==> config.mk <==
export PLATFORM = sky130hd
export DESIGN_NAME = jtvigil_pcm_fetch
export DESIGN_NICKNAME = d
export VERILOG_FILES = /design/src/rtl/jtvigil_pcm_fetch.sv
export SDC_FILE = /design/constraint.sdc
export NUM_CORES = 1
export LEC_CHECK = 0
export ABC_AREA = 1
export ABC_CLOCK_PERIOD_IN_PS = 2300
export BUFFER_PORTS_ARGS = -buffer_cell sky130_fd_sc_hd__clkbuf_2
export CAP_MARGIN = 0
export CORE_MARGIN = 2
export CORE_UTILIZATION = 30
export DETAILED_ROUTE_END_ITERATION = 6
export SKIP_CTS_REPAIR_TIMING = 1
export SYNTH_ARGS = -nofsm -noshare
export SYNTH_HDL_FRONTEND = slang
export SYNTH_SLANG_ARGS = --single-unit
==> constraint.sdc <==
create_clock -name clk -period 2.3 [get_ports clk]
set_input_delay 0.115 -clock clk [delete_from_list [all_inputs] [get_ports clk]]
set_output_delay 0.115 -clock clk [all_outputs]
set_load 0.1 [all_outputs]
==> src/rtl/jtvigil_pcm_fetch.sv <==
// PCM sample fetcher: the sound CPU sets a 16-bit pointer, each advance strobe
// fetches one ROM byte. Optional ROM-wait watchdog enabled by JTVIGIL_PCM_TIMEOUT_EN.
module jtvigil_pcm_fetch #(
    parameter int TOUT_W = 8
) (
    input  logic        clk,
    input  logic        rst_n,
    input  logic        lo_wr,
    input  logic        hi_wr,
    input  logic        cnt_wr,
    input  logic [7:0]  din,
    output logic        rom_cs,
    output logic [15:0] rom_addr,
    input  logic [7:0]  rom_data,
    input  logic        rom_ok,
    output logic [7:0]  pcm_data,
    output logic        sample,
    output logic        busy,
    output logic        tout
);

    typedef enum logic [1:0] {
        ST_IDLE  = 2'd0,
        ST_GUARD = 2'd1,
        ST_WAIT  = 2'd2
    } state_t;

    state_t      r_state;
    state_t      w_state_next;
    logic        r_cnt_last;
    logic [15:0] r_ptr;
    logic [15:0] r_req_addr;
    logic [7:0]  r_pcm;
    logic        r_sample;
    logic        w_cnt_edge;
    logic [15:0] w_ptr_load;
    logic [15:0] w_ptr_inc;
    logic        w_accept;
    logic        w_timeout;

    if (TOUT_W < 2) begin : g_bad_tout_w
        $error("TOUT_W must be at least 2");
    end

    // Pointer writes land first so a same-cycle advance increments the loaded value.
    assign w_cnt_edge = cnt_wr & ~r_cnt_last;
    assign w_ptr_load = {hi_wr ? din : r_ptr[15:8], lo_wr ? din : r_ptr[7:0]};
    assign w_ptr_inc  = w_ptr_load + 16'd1;
    assign w_accept   = (r_state == ST_WAIT) && rom_ok && !w_cnt_edge;

`ifdef JTVIGIL_PCM_TIMEOUT_EN
    logic [TOUT_W-1:0] r_tcnt;
    logic [TOUT_W-1:0] w_tcnt_next;
    logic              r_tout;

    assign w_tcnt_next = r_tcnt + 1'b1;
    assign w_timeout   = (r_state == ST_WAIT) && !rom_ok && !w_cnt_edge
                         && (w_tcnt_next == '1);
    assign tout        = r_tout;

    always_ff @(posedge clk or negedge rst_n) begin
        if (!rst_n) begin
            r_tcnt <= '0;
            r_tout <= 1'b0;
        end else begin
            if (w_cnt_edge) begin
                r_tcnt <= '0;
            end else if (r_state == ST_WAIT) begin
                r_tcnt <= w_tcnt_next;
            end
            if (w_timeout) begin
                r_tout <= 1'b1;
            end
        end
    end
`else
    assign w_timeout = 1'b0;
    assign tout      = 1'b0;
`endif

    always_ff @(posedge clk or negedge rst_n) begin
        if (!rst_n) begin
            r_state <= ST_IDLE;
        end else begin
            r_state <= w_state_next;
        end
    end

    // An advance edge always restarts the fetch, abandoning any one in flight.
    always_comb begin
        w_state_next = r_state;
        if (w_cnt_edge) begin
            w_state_next = ST_GUARD;
        end else begin
            case (r_state)
                ST_IDLE:  w_state_next = ST_IDLE;
                ST_GUARD: w_state_next = ST_WAIT;
                ST_WAIT: begin
                    if (w_accept || w_timeout) begin
                        w_state_next = ST_IDLE;
                    end
                end
                default:  w_state_next = ST_IDLE;
            endcase
        end
    end

    always_comb begin
        rom_cs = 1'b0;
        if (r_state != ST_IDLE) begin
            rom_cs = 1'b1;
        end
        busy = rom_cs;
    end

    always_ff @(posedge clk or negedge rst_n) begin
        if (!rst_n) begin
            r_cnt_last <= 1'b0;
            r_ptr      <= 16'h0000;
            r_req_addr <= 16'h0000;
        end else begin
            r_cnt_last <= cnt_wr;
            if (w_cnt_edge) begin
                r_ptr      <= w_ptr_inc;
                r_req_addr <= w_ptr_inc;
            end else begin
                r_ptr <= w_ptr_load;
            end
        end
    end

    // A watchdog expiry repeats the previous sample rather than emitting garbage.
    always_ff @(posedge clk or negedge rst_n) begin
        if (!rst_n) begin
            r_pcm    <= 8'h80;
            r_sample <= 1'b0;
        end else begin
            r_sample <= w_accept | w_timeout;
            if (w_accept) begin
                r_pcm <= rom_data;
            end
        end
    end

    assign rom_addr = r_req_addr;
    assign pcm_data = r_pcm;
    assign sample   = r_sample;

endmodule

After elaboration in Yosys (flattened, before gate mapping):

Cells that the tools add are included.

* register bits: 44
* input bits: 22
* logic and storage cells: 23

* add/subtract/negate cells: 1
* eq/ne operators: 3
* muxes and demuxes: 7
* bitwise logic cells: 2
* reductions and logical operators: 4

Operators with widths (number)
* adder 16 x 1 -> 16 bit (second input constant): 1
* two-way mux 16 bit: 1
* two-way mux 8 bit: 2
* two-way mux 2 bit: 2
* one-hot mux 2 bit (2 select lines): 1
* inequality test 3 bit (second input constant): 1
* == test 2 x 1 -> 1 bit (second input constant): 1
* == test 2 bit (second input constant): 1
* logical AND 1 bit: 2
* nonzero test 2 bit: 1
* AND 1 bit: 1
* zero test 1 bit: 1
* two-way mux 1 bit: 1
* inverter 1 bit: 1

Depth between registers and ports, before layout:

Gate-level depths: netlist of run 1.

* depth after elaboration: 7
* mapped depth: 13
* gate-level depth less buffers: 11

Least setup slack after synthesis of run 1:

Ideal clock, no wire load.

* kind: reg2out
* from: register r_state[0]
* to: output rom_cs
* arrival: 1420 ps
* path slack: 765 ps
* cell stages (with the launch flop): 4
* buffers on the path: 1
* path through: dfrtp_1 -> nor2_1 -> inv_1 -> buf_4

* longest elaborated chain between the ends: 2

RTL lines
* start: declaration: line 28 `state_t r_state;`
* start signal: assignment: line 85 `r_state <= w_state_next;`
* nonzero test 2 bit: line 110 `if (r_state != ST_IDLE) begin`
* two-way mux 1 bit: line 110
* end: declaration: line 12 `output logic rom_cs,`

Every way passes these cells.

Final worst setup path of run 1:

* from: input cnt_wr
* to: register r_pcm[0] (netlist: pcm_data[0])

* longest elaborated chain between the ends: 3

RTL lines
* start: declaration: line 10 `input logic cnt_wr,`
* AND 1 bit: line 46 `assign w_cnt_edge = cnt_wr & ~r_cnt_last;`
* zero test 1 bit: line 49 `assign w_accept = (r_state == ST_WAIT) && rom_ok && !w_cnt_edge;`
* logical AND 1 bit: line 49
* via w_accept: line 38 `logic w_accept;`
* end signal: assignment: line 140 `r_pcm <= rom_data;`
* end: declaration: line 33 `logic [7:0] r_pcm;`

The timed path passes the listed nets, and every way through them passes these cells.
A chain may end at the register's enable or synchronous reset.

==> results.sh, run 1 <==
export IMPL_status="complete, but fails checks"
export IMPL_violations="negative hold slack"
export IMPL_fill_cells=846
export IMPL_routed_wl_microns=5460
export IMPL_synth_compound_area_share_pct=4.60
export IMPL_drive_gt1_share_pct=23.7
export IMPL_utilization_pct=37.0
export IMPL_synthFlopType="dfrtp_1"
export IMPL_post_route_period_util_pct=77.2
export IMPL_synth_edff_count=0
export IMPL_yosysSeqAreaShare_pct=45.0
export IMPL_antennaDiodeCount=0
export IMPL_synth_top_family_by_area="simple AND/OR/NAND/NOR gates"
export IMPL_ant_nets=0
export IMPL_hold_viol=3
export IMPL_maxCapViolCount=0
export IMPL_clk_latency_ps=310
export IMPL_rsz0062_at_grt="no"
export IMPL_rows=32
export IMPL_period_minus_slack_ps=1770
export IMPL_layout_commonest_cell="nand2_1"
export IMPL_chipWidth_microns=94.3
export IMPL_tritoncts="done"
export IMPL_ys_warn_count=0
export IMPL_fin_nets=401
export IMPL_clk_pin_slew_worst_paths_ps=100
export IMPL_synth_avg_cell_area_sq_um=7.51
export IMPL_maxSlewViolCount=0
export IMPL_grt_max_degree=29
export IMPL_seq_area_sq_mm=0.00110
export IMPL_die_area_sq_mm=0.00890
export IMPL_yosys_area_share_simple_pct=40.2
export IMPL_max_freq_mhz=564
export IMPL_multi_input_area_sq_mm=0.00112
export IMPL_cts_root_buf="clkbuf_8"
export IMPL_synthAdderAreaFrac_pct=0.511
export IMPL_crit_type="in2reg"
export IMPL_ir_worst_vdd_uv=646
export IMPL_cts_buffers=5
export IMPL_cts_sinks=44
export IMPL_critPathMaxFanout=28
export IMPL_routed_via_density=4.41
export IMPL_area_growth_pct=17.8
export IMPL_synth_nets=349
export IMPL_arrival_ps=2030
export IMPL_core_area_sq_mm=0.00781
export IMPL_gp_congestion=0.876
export IMPL_num_vias=2120
export IMPL_syn_inst=326
export IMPL_clock_skew_ps=10.4
export IMPL_synthMuxAreaShare_pct=0
export IMPL_powerDensity_mw_per_mm2=942
export IMPL_drc_errors=0
export IMPL_syn_area_sq_mm=0.00245
export IMPL_first_global_vias=2094
export IMPL_start_util_pct=31.4
export IMPL_tightestPinTransition_ps=552
export IMPL_grt_pass1_wl_microns=9460
export IMPL_synth_seq_cells=44
export IMPL_synth_xor_area_share_pct=0.358
export IMPL_grt_usage_pct=13.4
export IMPL_setup_viol=0
export IMPL_avgRoutedWirePerCell_microns=11.4
export IMPL_io_buffers=48
export IMPL_crit_path_end_kind="flip-flop"
export IMPL_async_flop_share_pct=100
export IMPL_die_h_microns=94.3
export IMPL_gr_total_overflow=0
export IMPL_cp_start_kind="input port"
export IMPL_max_slew_margin_rel_pct=63.4
export IMPL_htreeDepth=2
export IMPL_mostFrequentLayoutCells="155 x nand2_1, 48 x clkbuf_2, 43 x dfrtp_1, 28 x inv_1, 15 x nand3_1"
export IMPL_hold_slack_ps=-6.87
export IMPL_hold_class="in2reg"
export IMPL_rrSetupSlack_ps=690
export IMPL_dpl_hpwl_microns=4250
export IMPL_netlist_cell_type_count=27
export IMPL_antenna_found_initial=0
export IMPL_cts_buffer_depth=2
export IMPL_worst_ep_required_time_ps=2550
export IMPL_tns_ps=0
export IMPL_io_pins=50
export IMPL_drt_iter0_drc=87
export IMPL_dr_pass1_iters=4
export IMPL_leakage_nw=1.60
==> synth_stat cells (2+ instances only) <==
| cell | number | share of area, % |
|---|---|---|
| nand3_1 | 15 | 3.1 |
| nor2_4 | 4 | 1.8 |
| clkbuf_1 | 3 | 0.46 |
| dfrtp_1 | 43 | 44 |
| nor2_2 | 3 | 0.77 |
| nor3_1 | 2 | 0.41 |
| o21ai_0 | 11 | 2.2 |
| nand2_4 | 6 | 2.8 |
| inv_1 | 28 | 4.3 |
| a21oi_1 | 2 | 0.41 |
| nand3_2 | 4 | 1.6 |
| nor2_1 | 13 | 2.0 |
| nand4_1 | 3 | 0.77 |
| o21ai_1 | 8 | 1.6 |
| buf_6 | 4 | 1.8 |
| inv_2 | 3 | 0.46 |
| nand2_1 | 155 | 24 |
| nand2_2 | 7 | 1.8 |
| buf_4 | 3 | 0.92 |
| nand3_4 | 2 | 1.4 |
==> worst max-delay path: stages <==
cell and delay, ps:
dlygate4sd3_1 530, clkbuf_2 110, inv_1 60, nor2_2 40, inv_2 370, nand3_1 400
inv_2 250, nand2_1 80, nand2_1 60
==> area by class of cell <==
type	count	area share, %
Tap cell	102	4.42
Timing Repair Buffer	56	10.8
Clock buffer	5	2.39
Sequential cell	44	38.2
Inverter	32	4.34
Clock inverter	3	0.911
Multi-Input combinational cell	239	38.9
==> worst paths after layout <==
kind / startpoint / endpoint / cells after the start
max: cnt_wr / pcm_data[0] / 9
min: rom_data[5] / pcm_data[5] / 3
max reg2reg: r_cnt_last / pcm_data[0] / 6
min reg2reg: pcm_data[7] / pcm_data[7] / 2
max in group asynchronous: rst_n / r_ptr[4] / 3
min in group asynchronous: rst_n / pcm_data[2] / 2
==> per-stage QoR <==
stage / worst slack, ps / cell area, sq um / instances / power, mW / hold slack [ps]
2_1_floorplan: 765 / 2450 / 326 / 2.01 / -181
3_3_place_gp: 585 / 2740 / 468 / 2.21 / 70.8
3_5_place_dp: 513 / 2740 / 468 / 2.22 / 76.7
4_1_cts: 665 / 2840 / 476 / 2.75 / -274
5_1_grt: 328 / 2890 / 481 / 2.86 / 8.13
6_report: 525 / 2890 / 481 / 2.72 / -6.87
==> kinds of logic after synthesis <==
family	count (synthesis)
simple gates	214
flops	44
buf+inv	43
compound gates	22
xor+xnor	1
fa+ha+maj	1
other cells	1
==> where the power goes <==
| group | switching (mW) | internal (mW) |
|---|---|---|
| logic | 1.03 | 0.193 |
| clock network | 0.296 | 0.224 |
| registers | 0.0655 | 0.909 |
==> registers in the layout, indices dropped and copies added (netlist names) <==
signal and count:
pcm_data 8, r_cnt_last 1, r_state 2, r_ptr 16, sample 1, rom_addr 16
==> metal layers <==
metal,share of wire [%],GRT usage [%],wire length (microns),up-vias
met5,0,0,0,-
met2,44,21.6,2380,57
li1,-,-,-,1096
met1,48,18.4,2630,964
met3,7.5,3.51,410,3
met4,0.73,2.29,40,0
Note: power is estimated with default switching activity, not from simulation.
==> run 2: changes to the inputs <==
- ABC_CLOCK_PERIOD_IN_PS: 2300 -> 1730
- clock period: 2.3 -> 1.73 ns (I/O delays scaled with it)
==> results.sh, run 2 (synthesis gave the netlist of run 1 again) <==
export IMPL_status="complete, but fails checks"
export IMPL_violations="negative hold slack"
export IMPL_rrSetupSlack_ps=200
export IMPL_hold_class="in2reg"
export IMPL_leakage_nw=1.61
export IMPL_crit_top_cell="nand2_1"
export IMPL_routed_wl_microns=5560
export IMPL_first_global_vias=2148
export IMPL_hold_path_depth=3
export IMPL_clk_latency_ps=300
export IMPL_placed_area_sq_mm=0.00276
export IMPL_max_slew_margin_rel_pct=61.7
export IMPL_tightestPinTransition_ps=574
export IMPL_start_util_pct=31.4
export IMPL_hold_slack_ps=-20.8
export IMPL_drc_errors=0
export IMPL_worst_ep_required_time_ps=1910
export IMPL_io_pins=50
export IMPL_critPathMaxFanout=4
export IMPL_dr_pass1_iters=5
export IMPL_htreeDepth=2
export IMPL_max_freq_mhz=653
export IMPL_tritoncts="done"
export IMPL_setup_viol=0
export IMPL_avgRoutedWirePerCell_microns=11.5
export IMPL_arrival_ps=1710
export IMPL_chipWidth_microns=94.3
export IMPL_hold_viol=4
export IMPL_core_area_sq_mm=0.00781
export IMPL_num_vias=2158
export IMPL_grt_pass1_wl_microns=9930
export IMPL_antennaDiodeCount=0
export IMPL_drt_iter0_drc=166
export IMPL_r2r_start="r_ptr[0]"
export IMPL_min_delay_worst_endpoint="pcm_data[2]"
export IMPL_cp_start_kind="flip-flop"
export IMPL_layout_commonest_cell="nand2_1"
export IMPL_clk_pin_slew_worst_paths_ps=80
export IMPL_gr_total_overflow=0
export IMPL_min_from="rom_data[2]"
export IMPL_grt_max_degree=24
export IMPL_cts_buffer_depth=2
export IMPL_period_minus_slack_ps=1530
export IMPL_dp_cells=470
export IMPL_mostFrequentLayoutCells="155 x nand2_1, 48 x clkbuf_2, 43 x dfrtp_1, 28 x inv_1, 15 x nand3_1"
export IMPL_fin_nets=404
export IMPL_crit_path_end_kind="flip-flop"
export IMPL_cts_root_buf="clkbuf_8"
export IMPL_area_growth_pct=19.1
export IMPL_ir_worst_vdd_uv=878
export IMPL_gp_congestion=0.834
export IMPL_drive_gt1_share_pct=23.8
export IMPL_routed_via_density=4.46
export IMPL_critical_path_max_stage_delay_ps=380
export IMPL_rows=32
export IMPL_powerDensity_mw_per_mm2=1250
export IMPL_ant_nets=0
export IMPL_cts_sinks=44
export IMPL_clock_skew_ps=7.12
export IMPL_finish_instance_area_sq_mm=0.00292
export IMPL_crit_chain="nand2_1, nand2_1, ha_1, nand3_4, nor2_4, o21ai_0, o21ai_1"
export IMPL_io_buffers=48
export IMPL_crit_type="reg2reg"
export IMPL_tns_ps=0
export IMPL_r2r_cells=7
export IMPL_die_h_microns=94.3
export IMPL_r2r_end="r_ptr[6]"
export IMPL_dpl_hpwl_microns=4310
export IMPL_cpMaxStageDelayCell="dfrtp_1"
export IMPL_antenna_found_initial=0
export IMPL_cts_buffers=5
export IMPL_rsz0062_at_grt="no"
export IMPL_maxCapViolCount=0
export IMPL_grt_usage_pct=14.1
export IMPL_post_route_period_util_pct=88.6
export IMPL_fin_cells=484
export IMPL_maxSlewViolCount=0
export IMPL_die_area_sq_mm=0.00890
==> run 2: layout make-up <==
cell class              instances  area, sq um
fillers                       847         4890
multi-input cells             239         1120
flip-flops and latches         44         1100
repair buffers                 59          338
well taps                     102          128
inverters                      32          125
clock buffers                   8          100
==> run 2: worst max-delay path by stage <==
stage,start,to,cells after the start
global placement,lo_wr,r_ptr[6],10
global route,r_ptr[0],r_ptr[6],8
detailed placement,lo_wr,r_ptr[6],10
floorplan,r_state[0],rom_cs,3
finish,r_ptr[0],r_ptr[6],7
CTS,r_ptr[0],r_ptr[6],7
==> run 2: routing by layer <==
| metal | global-route usage (%) | routed length, microns | vias to the layer above |
|---|---|---|---|
| met5 | 0 | 0 | - |
| met4 | 3.99 | 70 | 0 |
| met3 | 3.43 | 362 | 9 |
| met2 | 22.1 | 2470 | 61 |
| met1 | 19.4 | 2660 | 980 |
| li1 | - | - | 1108 |
==> run 2: power by group <==
part	total, mW	internal, mW	switching (mW)	leakage, nW
logic	1.64	0.262	1.38	1.03
clock network	0.705	0.365	0.341	0.0515
registers	1.30	1.21	0.0889	0.536
total	3.64	1.83	1.81	1.61
==> run 2: critical path: cells and delay by family (launching register included) <==
| kind | cells | cell delay (ps) |
|---|---|---|
| adder cells (fa/ha/maj) | 1 | 290 |
| flip-flops | 1 | 380 |
| AO/OA/AOI/OAI | 2 | 310 |
| AND/OR/NAND/NOR | 4 | 430 |
==> run 2: stage by stage <==
stage          hold WS, ps  power [mW]  util [%]  setup slack, ps
3_5_place_dp           120        2.95      35.3              183
5_1_grt              0.351        3.83      37.3             77.8
4_1_cts               -216        3.67      36.6              195
2_1_floorplan         -209        2.68         -              223
6_report             -20.8        3.64      37.3              198
3_3_place_gp           106        2.95      35.3              244
